`src/rtl/multicycle_control_fsm_if.sv`:
```
`default_nettype none
// ============================================================================
//  Module      : multicycle_control_fsm_if
//  Description : Control bundle between the multi-cycle RV32I main controller
//                and its shared-ALU / shared-memory datapath.
//                master : the controller (drives control, samples status)
//                slave  : the datapath  (drives status, samples control)
//                Status  : opcode[6:0], zero, mem_ready
//                Control : PCWrite, AdrSrc, MemRead, MemWrite, IRWrite,
//                          ResultSrc[1:0], ALUSrcA[1:0], ALUSrcB[1:0],
//                          ALUOp[1:0], RegWrite, Branch
//                Debug   : illegal, instret[CNT_W-1:0], state[3:0]
//  Revision    : 1.0 - initial release
// ============================================================================
interface multicycle_control_fsm_if #(
    parameter int CNT_W = 32
);
    // status from the datapath
    logic [6:0]       opcode;
    logic             zero;
    logic             mem_ready;

    // control to the datapath
    logic             PCWrite;
    logic             AdrSrc;
    logic             MemRead;
    logic             MemWrite;
    logic             IRWrite;
    logic [1:0]       ResultSrc;
    logic [1:0]       ALUSrcA;
    logic [1:0]       ALUSrcB;
    logic [1:0]       ALUOp;
    logic             RegWrite;
    logic             Branch;

    // trap, statistics and debug
    logic             illegal;
    logic [CNT_W-1:0] instret;
    logic [3:0]       state;

    modport master (
        input  opcode, zero, mem_ready,
        output PCWrite, AdrSrc, MemRead, MemWrite, IRWrite, ResultSrc,
               ALUSrcA, ALUSrcB, ALUOp, RegWrite, Branch,
               illegal, instret, state
    );

    modport slave (
        output opcode, zero, mem_ready,
        input  PCWrite, AdrSrc, MemRead, MemWrite, IRWrite, ResultSrc,
               ALUSrcA, ALUSrcB, ALUOp, RegWrite, Branch,
               illegal, instret, state
    );
endinterface
`default_nettype wire

```
`src/rtl/multicycle_control_fsm.sv`:
```
`default_nettype none
// ============================================================================
//  Module      : multicycle_control_fsm
//  Description : Multi-cycle RV32I main controller. Steps every instruction
//                through FETCH / DECODE / EXECUTE / MEM / WB states and drives
//                the control lines of a shared-ALU, shared-memory datapath.
//                Supports a memory wait handshake, JAL, an illegal-opcode trap
//                and a retired-instruction counter.
//  Ports       : clk    - clock, rising edge
//                reset  - synchronous, active-high
//                ctrl   - multicycle_control_fsm_if.master (status in,
//                         control / debug out)
//  Parameters  : MEM_WAIT - 1: honour mem_ready in memory states, 0: ignore it
//                TRAP_ILL - 1: park in ILLEGAL on a bad opcode,
//                           0: one-cycle illegal pulse, then FETCH
//                CNT_W    - width of the instret counter
//  Revision    : 1.0 - initial release
// ============================================================================
module multicycle_control_fsm #(
    parameter int MEM_WAIT = 1,
    parameter int TRAP_ILL = 1,
    parameter int CNT_W    = 32
) (
    input  wire                      clk,
    input  wire                      reset,
    multicycle_control_fsm_if.master ctrl
);

    // ------------------------------------------------------------------------
    // Opcodes recognised by the decoder
    // ------------------------------------------------------------------------
    localparam logic [6:0] c_op_load  = 7'b0000011;
    localparam logic [6:0] c_op_store = 7'b0100011;
    localparam logic [6:0] c_op_rtype = 7'b0110011;
    localparam logic [6:0] c_op_itype = 7'b0010011;
    localparam logic [6:0] c_op_beq   = 7'b1100011;
    localparam logic [6:0] c_op_jal   = 7'b1101111;

    localparam logic [CNT_W-1:0] c_cnt_one = CNT_W'(1);

    // ------------------------------------------------------------------------
    // State encoding (codes 12..15 unused; they recover to FETCH)
    // ------------------------------------------------------------------------
    typedef enum logic [3:0] {
        S_FETCH    = 4'd0,
        S_DECODE   = 4'd1,
        S_MEMADR   = 4'd2,
        S_MEMREAD  = 4'd3,
        S_MEMWB    = 4'd4,
        S_MEMWRITE = 4'd5,
        S_EXEC_R   = 4'd6,
        S_EXEC_I   = 4'd7,
        S_ALUWB    = 4'd8,
        S_BEQ      = 4'd9,
        S_JAL      = 4'd10,
        S_ILLEGAL  = 4'd11
    } state_t;

    // Per-state control word. fetch and branch are qualifiers that get
    // combined with mem_ready / zero at the output; pc_jump is the
    // unconditional PC load used by JAL.
    typedef struct packed {
        logic       fetch;
        logic       pc_jump;
        logic       memread;
        logic       adrsrc;
        logic       memwrite;
        logic [1:0] resultsrc;
        logic [1:0] srca;
        logic [1:0] srcb;
        logic [1:0] aluop;
        logic       regwrite;
        logic       branch;
    } ctl_t;

    // ------------------------------------------------------------------------
    // Moore decode of a state into its control word
    // ------------------------------------------------------------------------
    function automatic ctl_t decode_ctl(input state_t s);
        ctl_t c;
        c = '0;
        case (s)
            S_FETCH: begin
                // read instruction at PC while the ALU forms PC+4
                c.fetch     = 1'b1;
                c.memread   = 1'b1;
                c.srcb      = 2'b10;
                c.resultsrc = 2'b10;
            end
            S_DECODE: begin
                // OldPC + imm lands in ALUOut as a branch/jump target
                c.srca = 2'b01;
                c.srcb = 2'b01;
            end
            S_MEMADR: begin
                c.srca = 2'b10;
                c.srcb = 2'b01;
            end
            S_MEMREAD: begin
                c.memread = 1'b1;
                c.adrsrc  = 1'b1;
            end
            S_MEMWB: begin
                c.resultsrc = 2'b01;
                c.regwrite  = 1'b1;
            end
            S_MEMWRITE: begin
                c.memwrite = 1'b1;
                c.adrsrc   = 1'b1;
            end
            S_EXEC_R: begin
                c.srca  = 2'b10;
                c.srcb  = 2'b00;
                c.aluop = 2'b10;
            end
            S_EXEC_I: begin
                c.srca  = 2'b10;
                c.srcb  = 2'b01;
                c.aluop = 2'b10;
            end
            S_ALUWB: begin
                c.resultsrc = 2'b00;
                c.regwrite  = 1'b1;
            end
            S_BEQ: begin
                c.srca      = 2'b10;
                c.srcb      = 2'b00;
                c.aluop     = 2'b01;
                c.resultsrc = 2'b00;
                c.branch    = 1'b1;
            end
            S_JAL: begin
                // target already in ALUOut from DECODE; ALU now forms the
                // link value OldPC+4 for the following ALUWB
                c.srca      = 2'b01;
                c.srcb      = 2'b10;
                c.resultsrc = 2'b00;
                c.pc_jump   = 1'b1;
            end
            default: c = '0;
        endcase
        return c;
    endfunction

    // ------------------------------------------------------------------------
    // Registers
    // ------------------------------------------------------------------------
    state_t           r_state;
    ctl_t             r_ctl;
    logic             r_illegal;
    logic [CNT_W-1:0] r_instret;

    state_t           w_next;
    logic             w_rdy;
    logic             w_op_known;
    logic             w_ill_decode;
    logic             w_retire;

    // ------------------------------------------------------------------------
    // Memory-ready qualifier
    // ------------------------------------------------------------------------
    generate
        if (MEM_WAIT != 0) begin : g_mem_wait
            assign w_rdy = ctrl.mem_ready;
        end else begin : g_no_mem_wait
            assign w_rdy = 1'b1;
        end
    endgenerate

    // ------------------------------------------------------------------------
    // Opcode legality and next-state logic
    // ------------------------------------------------------------------------
    always_comb begin
        w_op_known = 1'b0;
        case (ctrl.opcode)
            c_op_load, c_op_store, c_op_rtype,
            c_op_itype, c_op_beq, c_op_jal: w_op_known = 1'b1;
            default:                        w_op_known = 1'b0;
        endcase
    end

    assign w_ill_decode = (r_state == S_DECODE) && !w_op_known;

    always_comb begin
        w_next = S_FETCH;
        case (r_state)
            S_FETCH:    w_next = w_rdy ? S_DECODE : S_FETCH;
            S_DECODE: begin
                case (ctrl.opcode)
                    c_op_load,
                    c_op_store: w_next = S_MEMADR;
                    c_op_rtype: w_next = S_EXEC_R;
                    c_op_itype: w_next = S_EXEC_I;
                    c_op_beq:   w_next = S_BEQ;
                    c_op_jal:   w_next = S_JAL;
                    default:    w_next = (TRAP_ILL != 0) ? S_ILLEGAL : S_FETCH;
                endcase
            end
            S_MEMADR:   w_next = (ctrl.opcode == c_op_load) ? S_MEMREAD : S_MEMWRITE;
            S_MEMREAD:  w_next = w_rdy ? S_MEMWB : S_MEMREAD;
            S_MEMWB:    w_next = S_FETCH;
            S_MEMWRITE: w_next = w_rdy ? S_FETCH : S_MEMWRITE;
            S_EXEC_R:   w_next = S_ALUWB;
            S_EXEC_I:   w_next = S_ALUWB;
            S_ALUWB:    w_next = S_FETCH;
            S_BEQ:      w_next = S_FETCH;
            S_JAL:      w_next = S_ALUWB;
            S_ILLEGAL:  w_next = S_ILLEGAL;
            default:    w_next = S_FETCH;
        endcase
    end

    // An instruction retires on the way back into FETCH, unless it was
    // rejected by the decoder (or we are leaving the trap state).
    assign w_retire = (w_next == S_FETCH) && (r_state != S_FETCH) &&
                      (r_state != S_ILLEGAL) && !w_ill_decode;

    // ------------------------------------------------------------------------
    // State, registered control word, trap flag and retire counter.
    // The control word is decoded from the next state so that it is always
    // aligned with r_state, i.e. the outputs are a pure function of the
    // current state without a decode path after the state flops.
    // ------------------------------------------------------------------------
    always_ff @(posedge clk) begin
        if (reset) begin
            r_state   <= S_FETCH;
            r_ctl     <= decode_ctl(S_FETCH);
            r_illegal <= 1'b0;
            r_instret <= '0;
        end else begin
            r_state   <= w_next;
            r_ctl     <= decode_ctl(w_next);
            // sticky via the self-loop in ILLEGAL; one-shot when not trapping
            r_illegal <= (w_next == S_ILLEGAL) || (w_ill_decode && (TRAP_ILL == 0));
            if (w_retire) begin
                r_instret <= r_instret + c_cnt_one;
            end
        end
    end

    // ------------------------------------------------------------------------
    // Outputs. IRWrite/PCWrite in FETCH follow the memory handshake, and the
    // BEQ PC load follows the live ALU zero flag.
    // ------------------------------------------------------------------------
    assign ctrl.PCWrite   = r_ctl.pc_jump | (r_ctl.fetch & w_rdy) | (r_ctl.branch & ctrl.zero);
    assign ctrl.IRWrite   = r_ctl.fetch & w_rdy;
    assign ctrl.AdrSrc    = r_ctl.adrsrc;
    assign ctrl.MemRead   = r_ctl.memread;
    assign ctrl.MemWrite  = r_ctl.memwrite;
    assign ctrl.ResultSrc = r_ctl.resultsrc;
    assign ctrl.ALUSrcA   = r_ctl.srca;
    assign ctrl.ALUSrcB   = r_ctl.srcb;
    assign ctrl.ALUOp     = r_ctl.aluop;
    assign ctrl.RegWrite  = r_ctl.regwrite;
    assign ctrl.Branch    = r_ctl.branch;
    assign ctrl.illegal   = r_illegal;
    assign ctrl.instret   = r_instret;
    assign ctrl.state     = r_state;

endmodule
`default_nettype wire
```
`src/flat_wrapper.sv`:
```
// flat-port wrapper written by rule: the top's interface ports become plain ports
module multicycle_control_fsm_flat 
#(
    parameter int MEM_WAIT = 1,
    parameter int TRAP_ILL = 1,
    parameter int CNT_W    = 32
)
  (clk, reset, ctrl_opcode, ctrl_zero, ctrl_mem_ready, ctrl_PCWrite, ctrl_AdrSrc, ctrl_MemRead, ctrl_MemWrite, ctrl_IRWrite, ctrl_ResultSrc, ctrl_ALUSrcA, ctrl_ALUSrcB, ctrl_ALUOp, ctrl_RegWrite, ctrl_Branch, ctrl_illegal, ctrl_instret, ctrl_state);
  multicycle_control_fsm_if #(.CNT_W(CNT_W)) ctrl_i ();
  input  wire clk;
  input  wire reset;
  input wire logic [$bits(ctrl_i.opcode)-1:0] ctrl_opcode;
  input wire logic [$bits(ctrl_i.zero)-1:0] ctrl_zero;
  input wire logic [$bits(ctrl_i.mem_ready)-1:0] ctrl_mem_ready;
  output wire logic [$bits(ctrl_i.PCWrite)-1:0] ctrl_PCWrite;
  output wire logic [$bits(ctrl_i.AdrSrc)-1:0] ctrl_AdrSrc;
  output wire logic [$bits(ctrl_i.MemRead)-1:0] ctrl_MemRead;
  output wire logic [$bits(ctrl_i.MemWrite)-1:0] ctrl_MemWrite;
  output wire logic [$bits(ctrl_i.IRWrite)-1:0] ctrl_IRWrite;
  output wire logic [$bits(ctrl_i.ResultSrc)-1:0] ctrl_ResultSrc;
  output wire logic [$bits(ctrl_i.ALUSrcA)-1:0] ctrl_ALUSrcA;
  output wire logic [$bits(ctrl_i.ALUSrcB)-1:0] ctrl_ALUSrcB;
  output wire logic [$bits(ctrl_i.ALUOp)-1:0] ctrl_ALUOp;
  output wire logic [$bits(ctrl_i.RegWrite)-1:0] ctrl_RegWrite;
  output wire logic [$bits(ctrl_i.Branch)-1:0] ctrl_Branch;
  output wire logic [$bits(ctrl_i.illegal)-1:0] ctrl_illegal;
  output wire logic [$bits(ctrl_i.instret)-1:0] ctrl_instret;
  output wire logic [$bits(ctrl_i.state)-1:0] ctrl_state;
  assign ctrl_i.opcode = ctrl_opcode;
  assign ctrl_i.zero = ctrl_zero;
  assign ctrl_i.mem_ready = ctrl_mem_ready;
  assign ctrl_PCWrite = ctrl_i.PCWrite;
  assign ctrl_AdrSrc = ctrl_i.AdrSrc;
  assign ctrl_MemRead = ctrl_i.MemRead;
  assign ctrl_MemWrite = ctrl_i.MemWrite;
  assign ctrl_IRWrite = ctrl_i.IRWrite;
  assign ctrl_ResultSrc = ctrl_i.ResultSrc;
  assign ctrl_ALUSrcA = ctrl_i.ALUSrcA;
  assign ctrl_ALUSrcB = ctrl_i.ALUSrcB;
  assign ctrl_ALUOp = ctrl_i.ALUOp;
  assign ctrl_RegWrite = ctrl_i.RegWrite;
  assign ctrl_Branch = ctrl_i.Branch;
  assign ctrl_illegal = ctrl_i.illegal;
  assign ctrl_instret = ctrl_i.instret;
  assign ctrl_state = ctrl_i.state;
  multicycle_control_fsm #(.MEM_WAIT(MEM_WAIT), .TRAP_ILL(TRAP_ILL), .CNT_W(CNT_W)) u_core (.clk(clk), .reset(reset), .ctrl(ctrl_i));
endmodule
```
`config.mk`:
```
export PLATFORM = sky130hd
export DESIGN_NAME = multicycle_control_fsm_flat
export DESIGN_NICKNAME = d
export VERILOG_FILES = /design/src/rtl/multicycle_control_fsm_if.sv /design/src/rtl/multicycle_control_fsm.sv /design/src/flat_wrapper.sv
export SDC_FILE = /design/constraint.sdc
export NUM_CORES = 1
export LEC_CHECK = 0
export BUFFER_PORTS_ARGS = -buffer_cell sky130_fd_sc_hd__buf_2
export CAP_MARGIN = 10
export CORE_ASPECT_RATIO = 0.8
export CORE_UTILIZATION = 50
export DETAILED_ROUTE_END_ITERATION = 12
export PLACE_DENSITY = 0.77
export SETUP_SLACK_MARGIN = 0.4
export SYNTH_ARGS = -nofsm -noshare
export SYNTH_HDL_FRONTEND = slang
export SYNTH_SLANG_ARGS = --single-unit
```
`constraint.sdc`:
```
create_clock -name clk -period 6.7 [get_ports clk]
set_input_delay 1.34 -clock clk [delete_from_list [all_inputs] [get_ports clk]]
set_output_delay 1.34 -clock clk [all_outputs]
set_load 0.01 [all_outputs]
```
==> flow_metrics.py, run 1 <==
metrics = {
    "placed_design": {
        "dpl.hpwl_mm": 4.18,
        "gp_congestion": 0.769,
        "placed_area_sq_um": 2890,
        "port_buffers": 62,
    },
    "worst_setup_path": {
        "criticalPathCategory": "input port to output pin",
        "end_kind": "output pin",
        "rr_worst_depth": 6,
        "required_ns": 5.36,
        "start_kind": "input port",
        "cp_max_fo": 5,
        "critPathArrivalTime_ns": 1.99,
    },
    "routing": {
        "antenna_left": 0,
        "num_vias": 2446,
        "routed_via_density": 5.81,
        "drc_errors": 0,
        "top_layer": "met4",
        "wl_met1_mm": 2.97,
        "route.met3.wl_um": 337,
        "first_pass_iters": 5,
        "wirelength_mm": 6.03,
        "wire_per_inst_um": 14.3,
        "wl_met2_mm": 2.67,
        "first_iter_violations": 162,
    },
    "synthesis": {
        "syn_area_per_cell_sq_um": 8.40,
        "synth_seq_cells": 50,
        "ys_seq_area_share_pct": 37.5,
        "synthArstFlopShare_pct": 0,
        "yosysTopAreaCellShare_pct": 37.5,
        "synthMostInstantiatedCell": "dfxtp_1",
        "synth.area.top_cells": "dfxtp_1, mux2_2, a21oi_1",
        "synthesis.nets": 330,
        "syn_area_sq_um": 2670,
        "synth_edf_count": 0,
        "yosys_warnings": 0,
        "yosysUniqueCellTypes": 50,
        "ys.flop_type": "dfxtp_1",
        "synthTopCellsByCount": "dfxtp_1, nor2_1, a21oi_1, nand2_1, nor3_1",
        "syn_inst": 318,
        "yosys.area.top_type": "dfxtp_1",
    },
    "final_layout": {
        "antennaDiodeCount": 0,
        "nNetsFinal": 370,
        "regArea_sq_um": 1000,
        "layout-drive-gt1-share_pct": 27.3,
        "multiInputGateArea_sq_um": 1470,
        "fill_cells": 457,
        "syn_to_final_growth_pct": 11.7,
        "fin_area_sq_um": 2980,
    },
    "clock_tree": {
        "hold_buffers": 0,
        "cts_tree": "yes",
        "clock_latency_ns": 0.31,
        "cts_buffer_depth": 2,
        "post-cts-setup-buffer-count": 0,
        "htree_num_levels": 2,
        "clock-sinks": 50,
        "cts_made_buffers": 5,
        "clockRootBuffer": "clkbuf_8",
        "clk_pin_slew_ns": 0.09,
        "cts-resized-gates": 0,
    },
    "sta": {
        "finalSetupViolations": 0,
        "rsz0062_at_grt": "false",
        "slew_headroom_pct": 29.8,
        "min_period_ns": 3.33,
        "finalCritPeriodShare_pct": 49.8,
        "tightest_slew_ns": 1.05,
        "slew_viol_final": 0,
        "fin_skew_ns": 0.0117,
        "finalHoldViolations": 0,
        "fin_setup_tns_ns": 0,
        "clock.fmax_mhz": 300,
    },
    "floorplanning": {
        "die_area_sq_um": 5640,
        "core_area_sq_um": 5060,
        "pin_count": 63,
        "fp.dieH_um": 67.4,
        "rows": 23,
        "initial_core_util_pct": 52.7,
        "die_x_um": 83.7,
    },
    "global_routing": {
        "antenna_found_initial": 0,
        "first_global_vias": 2041,
        "grt_usage_pct": 21.4,
        "grt_max_degree": 64,
        "grt_pass1_wl_mm": 9.80,
        "gr-total-overflow": 0,
    },
    "power": {
        "peakVddDrop_v": 0.000187,
        "powerDensity_nw_per_um2": 268,
        "p_leak_nw": 1.20,
    },
    "run": {
        "maxCapViolCount": 0,
    },
    "status": {
        "status": "finished, final reports clean",
    },
    "hold_path": {
        "hold_path_class": "flop to flop",
        "hold_path_depth": 2,
    },
}
==> final timing paths <==
path / from / endpoint / slack [ns]
max: ctrl_mem_ready / ctrl_PCWrite / 3.37
min: u_core.ctrl.instret[31] / u_core.ctrl.instret[31] / 0.49
max reg2reg: u_core.ctrl.state[1] / u_core.ctrl.instret[15] / 4.10
min reg2reg: u_core.ctrl.instret[31] / u_core.ctrl.instret[31] / 0.49
==> worst max-delay path: stages <==
cell	delay [ns]
buf_2	0.12
and2_1	0.14
a211o_1	0.26
buf_2	0.14
==> area by class of cell <==
| cell class | instances | share of cell area, % |
|---|---|---|
| sequential | 50 | 33.6 |
| tap | 62 | 2.60 |
| inverter | 7 | 0.881 |
| clock inverter | 3 | 0.713 |
| timing repair buffer | 63 | 10.7 |
| multi-input combinational | 231 | 49.3 |
| clock buffer | 5 | 2.31 |
==> state kept, by name, indices dropped and copies added, names as in the netlist <==
| name | cells |
|---|---|
| u_core.ctrl.ResultSrc | 1 |
| u_core.ctrl.MemRead | 1 |
| u_core.ctrl.state | 4 |
| u_core.ctrl.ALUSrcB | 2 |
| u_core.ctrl.ALUOp | 2 |
| u_core.ctrl.instret | 32 |
| u_core.ctrl.illegal | 1 |
| u_core.ctrl.ALUSrcA | 2 |
| u_core.ctrl.RegWrite | 1 |
| u_core.ctrl.MemWrite | 1 |
| u_core.r_ctl | 2 |
| u_core.ctrl.AdrSrc | 1 |
==> cells in the final DEF (no fill, tap or decap), drive strengths merged, types with 4 or more instances in the layout <==
| cell | Yosys | layout |
|---|---|---|
| a21oi | 23 | 23 |
| and4 | 5 | 5 |
| buf | 22 | 63 |
| clkbuf | 8 | 5 |
| dfxtp | 50 | 50 |
| inv | 7 | 7 |
| mux2 | 16 | 16 |
| nand2 | 21 | 21 |
| nand3 | 13 | 13 |
| nand4 | 6 | 6 |
| nor2 | 28 | 28 |
| nor2b | 18 | 18 |
| nor3 | 19 | 19 |
| nor4 | 4 | 4 |
| o21ai | 9 | 9 |
| o31ai | 13 | 13 |
| or3 | 8 | 8 |
| or4 | 14 | 14 |
==> where the power goes <==
part | total [mW] | internal, mW | switching (mW) | leakage (nW)
Combinational | 0.268 | 0.0907 | 0.177 | 0.751
Sequential | 0.352 | 0.325 | 0.0268 | 0.405
Clock | 0.179 | 0.0736 | 0.106 | 0.0441
Total | 0.798 | 0.489 | 0.309 | 1.20
==> metrics by stage <==
step | utilization [%] | instances | power (mW) | worst slack, ns | hold WS [ns]
after floorplan | - | 318 | 0.574 | 3.45 | 0.496
after CTS | 58.9 | 421 | 0.799 | 3.36 | 0.495
after global placement | 57.1 | 413 | 0.617 | 3.14 | 0.459
after global routing | 58.9 | 421 | 0.845 | 3.26 | 0.523
final | 58.9 | 421 | 0.798 | 3.37 | 0.494
after detailed placement | 57.1 | 413 | 0.623 | 3.06 | 0.482
==> kinds of logic after synthesis <==
kind of cell / Yosys count / synth area share, %
mux: 17 / 7.12
compound gates: 53 / 12.3
xor+xnor: 2 / 0.656
fa+ha+maj: 1 / 0.468
flops: 50 / 37.5
buf+inv: 37 / 7.49
simple gates: 158 / 34.5
==> metal layers <==
metal  track usage, %  vias to the layer above
met3             5.13                        7
met2             32.5                       67
li1                 -                     1226
met5                0                        -
met1             30.8                     1146
met4             4.87                        0
Power figures use the tool's default switching activity.
==> inputs of run 2 (changes only) <==
Settings changed: CORE_UTILIZATION 50 to 48.
Clock period 6.7 ns to 2.9 ns, I/O delays scaled along.
==> run 2 against run 1 <==
Against the previous run: final area increased by 1.5%; routed wire length hardly changed; count of clock-buffer cells in the layout stayed put; die area increased by 4.1%; critical endpoint is now u_core.ctrl.instret[18]; largest power group unchanged.
==> flow_metrics.py, run 2 (same netlist as run 1, synthesis figures left out) <==
metrics = {
    "status": {
        "status": "finished, final reports clean",
    },
    "power": {
        "powerDensity_nw_per_um2": 620,
        "peakVddDrop_v": 0.000293,
        "p_leak_nw": 1.22,
    },
    "placed_design": {
        "gp_congestion": 0.903,
        "port_buffers": 62,
        "dpl.hpwl_mm": 4.15,
    },
    "worst_setup_path": {
        "critPathArrivalTime_ns": 2.59,
        "crit_slowest_cell": "or4_4",
        "criticalPathCategory": "input port to flop",
        "cp_max_fo": 19,
        "path_cells": "buf_2 > nand4bb_4 > o21ai_1 > o21ai_1 > or4_4 > or4_1 > a21oi_1",
        "critPathTopFamily": "simple AND/OR/NAND/NOR gates",
        "required_ns": 3.12,
        "reg2reg_slack_ns": 0.61,
        "rr_worst_depth": 6,
        "cp_common_cell": "o21ai_1",
        "start_kind": "input port",
        "r2r-end": "u_core.ctrl.instret[18]",
        "cpPeakStageDelay_ns": 0.68,
        "crit_buf_inv": 1,
        "r2r-start": "u_core.ctrl.state[3]",
        "end_kind": "flop",
    },
    "routing": {
        "num_vias": 2433,
        "antenna_left": 0,
        "wire_per_inst_um": 14.3,
        "routed_via_density": 5.77,
        "first_iter_violations": 192,
        "wirelength_mm": 6.02,
        "drc_errors": 0,
        "first_pass_iters": 4,
    },
    "clock_tree": {
        "clock-sinks": 50,
        "cts_made_buffers": 5,
        "htree_num_levels": 2,
        "clk_pin_slew_ns": 0.09,
        "cts_tree": "yes",
        "clock_latency_ns": 0.29,
        "post-cts-setup-buffer-count": 0,
        "clockRootBuffer": "clkbuf_8",
        "cts_buffer_depth": 2,
    },
    "sta": {
        "hold_slack_ns": 0.480,
        "rsz0062_at_grt": "false",
        "tightest_slew_ns": 1.07,
        "finalSetupViolations": 0,
        "finalHoldViolations": 0,
        "fin_skew_ns": 0.00675,
        "slew_headroom_pct": 28.6,
        "clock.fmax_mhz": 422,
        "slew_viol_final": 0,
        "min_period_ns": 2.37,
        "finalCritPeriodShare_pct": 81.8,
        "fin_setup_tns_ns": 0,
    },
    "global_routing": {
        "grt_usage_pct": 20.1,
        "first_global_vias": 2004,
        "grt_pass1_wl_mm": 9.37,
        "grt_max_degree": 64,
        "antenna_found_initial": 0,
        "gr-total-overflow": 0,
    },
    "hold_path": {
        "hold-path-endpoint": "u_core.ctrl.instret[31]",
        "hold_path_depth": 2,
        "min_from": "u_core.ctrl.instret[31]",
        "hold_path_class": "flop to flop",
    },
    "floorplanning": {
        "fp.dieH_um": 68.7,
        "pin_count": 63,
        "rows": 23,
        "initial_core_util_pct": 51.6,
        "die_x_um": 85.4,
        "core_area_sq_um": 5180,
        "die_area_sq_um": 5870,
    },
    "final_layout": {
        "fin_util_pct": 58.5,
        "final_cell_mix": "buf_2, dfxtp_1, nor2_1, a21oi_1, nand2_1",
        "antennaDiodeCount": 0,
        "largest_reg_flops": 32,
        "mostFrequentLayoutCell": "buf_2",
        "nNetsFinal": 372,
        "fill_cells": 476,
        "syn_to_final_growth_pct": 13.3,
        "layout-drive-gt1-share_pct": 29.4,
    },
    "run": {
        "maxCapViolCount": 0,
    },
}
run 2: cell types whose count changed in the layout (fill, tap and decap cells not counted), sizes merged:
cell,before,now
clkinvlp,1,0
buf,63,65
run 2: worst max path at each step:
| stage | end | depth (start not counted) | startpoint |
|---|---|---|---|
| 2_1_floorplan | u_core.ctrl.instret[12] | 8 | ctrl_opcode[3] |
| 3_3_place_gp | u_core.ctrl.instret[23] | 7 | ctrl_opcode[3] |
| 3_5_place_dp | u_core.ctrl.instret[23] | 7 | ctrl_opcode[3] |
| 4_1_cts | u_core.ctrl.instret[23] | 6 | u_core.ctrl.state[1] |
| 5_1_grt | u_core.ctrl.instret[18] | 7 | ctrl_opcode[3] |
| 6_report | u_core.ctrl.instret[18] | 7 | ctrl_opcode[3] |
run 2: report_power, final:
group / switching, mW / total [mW] / internal (mW)
Clock: 0.218 / 0.380 / 0.162
Sequential: 0.0630 / 0.817 / 0.754
Combinational: 0.426 / 0.679 / 0.253
Total: 0.707 / 1.88 / 1.17
run 2: worst reg2reg max path, delay by kind of cell (launching register included):
| family | cells | cell delay, ns |
|---|---|---|
| AOI/OAI and AO/OA | 2 | 0.29 |
| DFF | 1 | 0.40 |
| and+or+nand+nor | 4 | 1.51 |
run 2: layer usage:
metal / up-vias / global-route usage [%] / wire, um / share of wire [%]
met2: 54 / 29.6 / 2570 / 43
li1: 1226 / - / - / -
met1: 1151 / 29.1 / 3060 / 51
met5: - / 0 / 0 / 0
met3: 2 / 5.60 / 364 / 6.0
met4: 0 / 4.58 / 24 / 0.40
run 2: final cells by class:
| cell class | count | area (sq um) | area share [%] |
|---|---|---|---|
| multi-input cells | 231 | 1490 | 49.3 |
| flip-flops and latches | 50 | 1010 | 33.2 |
| repair buffers | 65 | 345 | 11.4 |
| well taps | 62 | 77.6 | 2.56 |
| clock buffers | 5 | 68.8 | 2.27 |
| inverters | 7 | 26.3 | 0.868 |
| clock inverters | 2 | 10.0 | 0.331 |
run 2: stage by stage:
stage / power, mW / instances / instance area [sq um] / worst slack, ns
6_report: 1.88 / 422 / 3030 / 0.528
5_1_grt: 1.99 / 422 / 3030 / 0.416
4_1_cts: 1.87 / 422 / 3000 / 0.478
3_5_place_dp: 1.49 / 415 / 2920 / 0.188
3_3_place_gp: 1.48 / 415 / 2920 / 0.257
2_1_floorplan: 1.33 / 318 / 2670 / 0.405
run 2: timing repair:
| item | in CTS | in global routing |
|---|---|---|
| hold buffers | 0 | 0 |
| resized for setup | 0 | 8 |
| setup endpoints to repair | 0 | 21 |
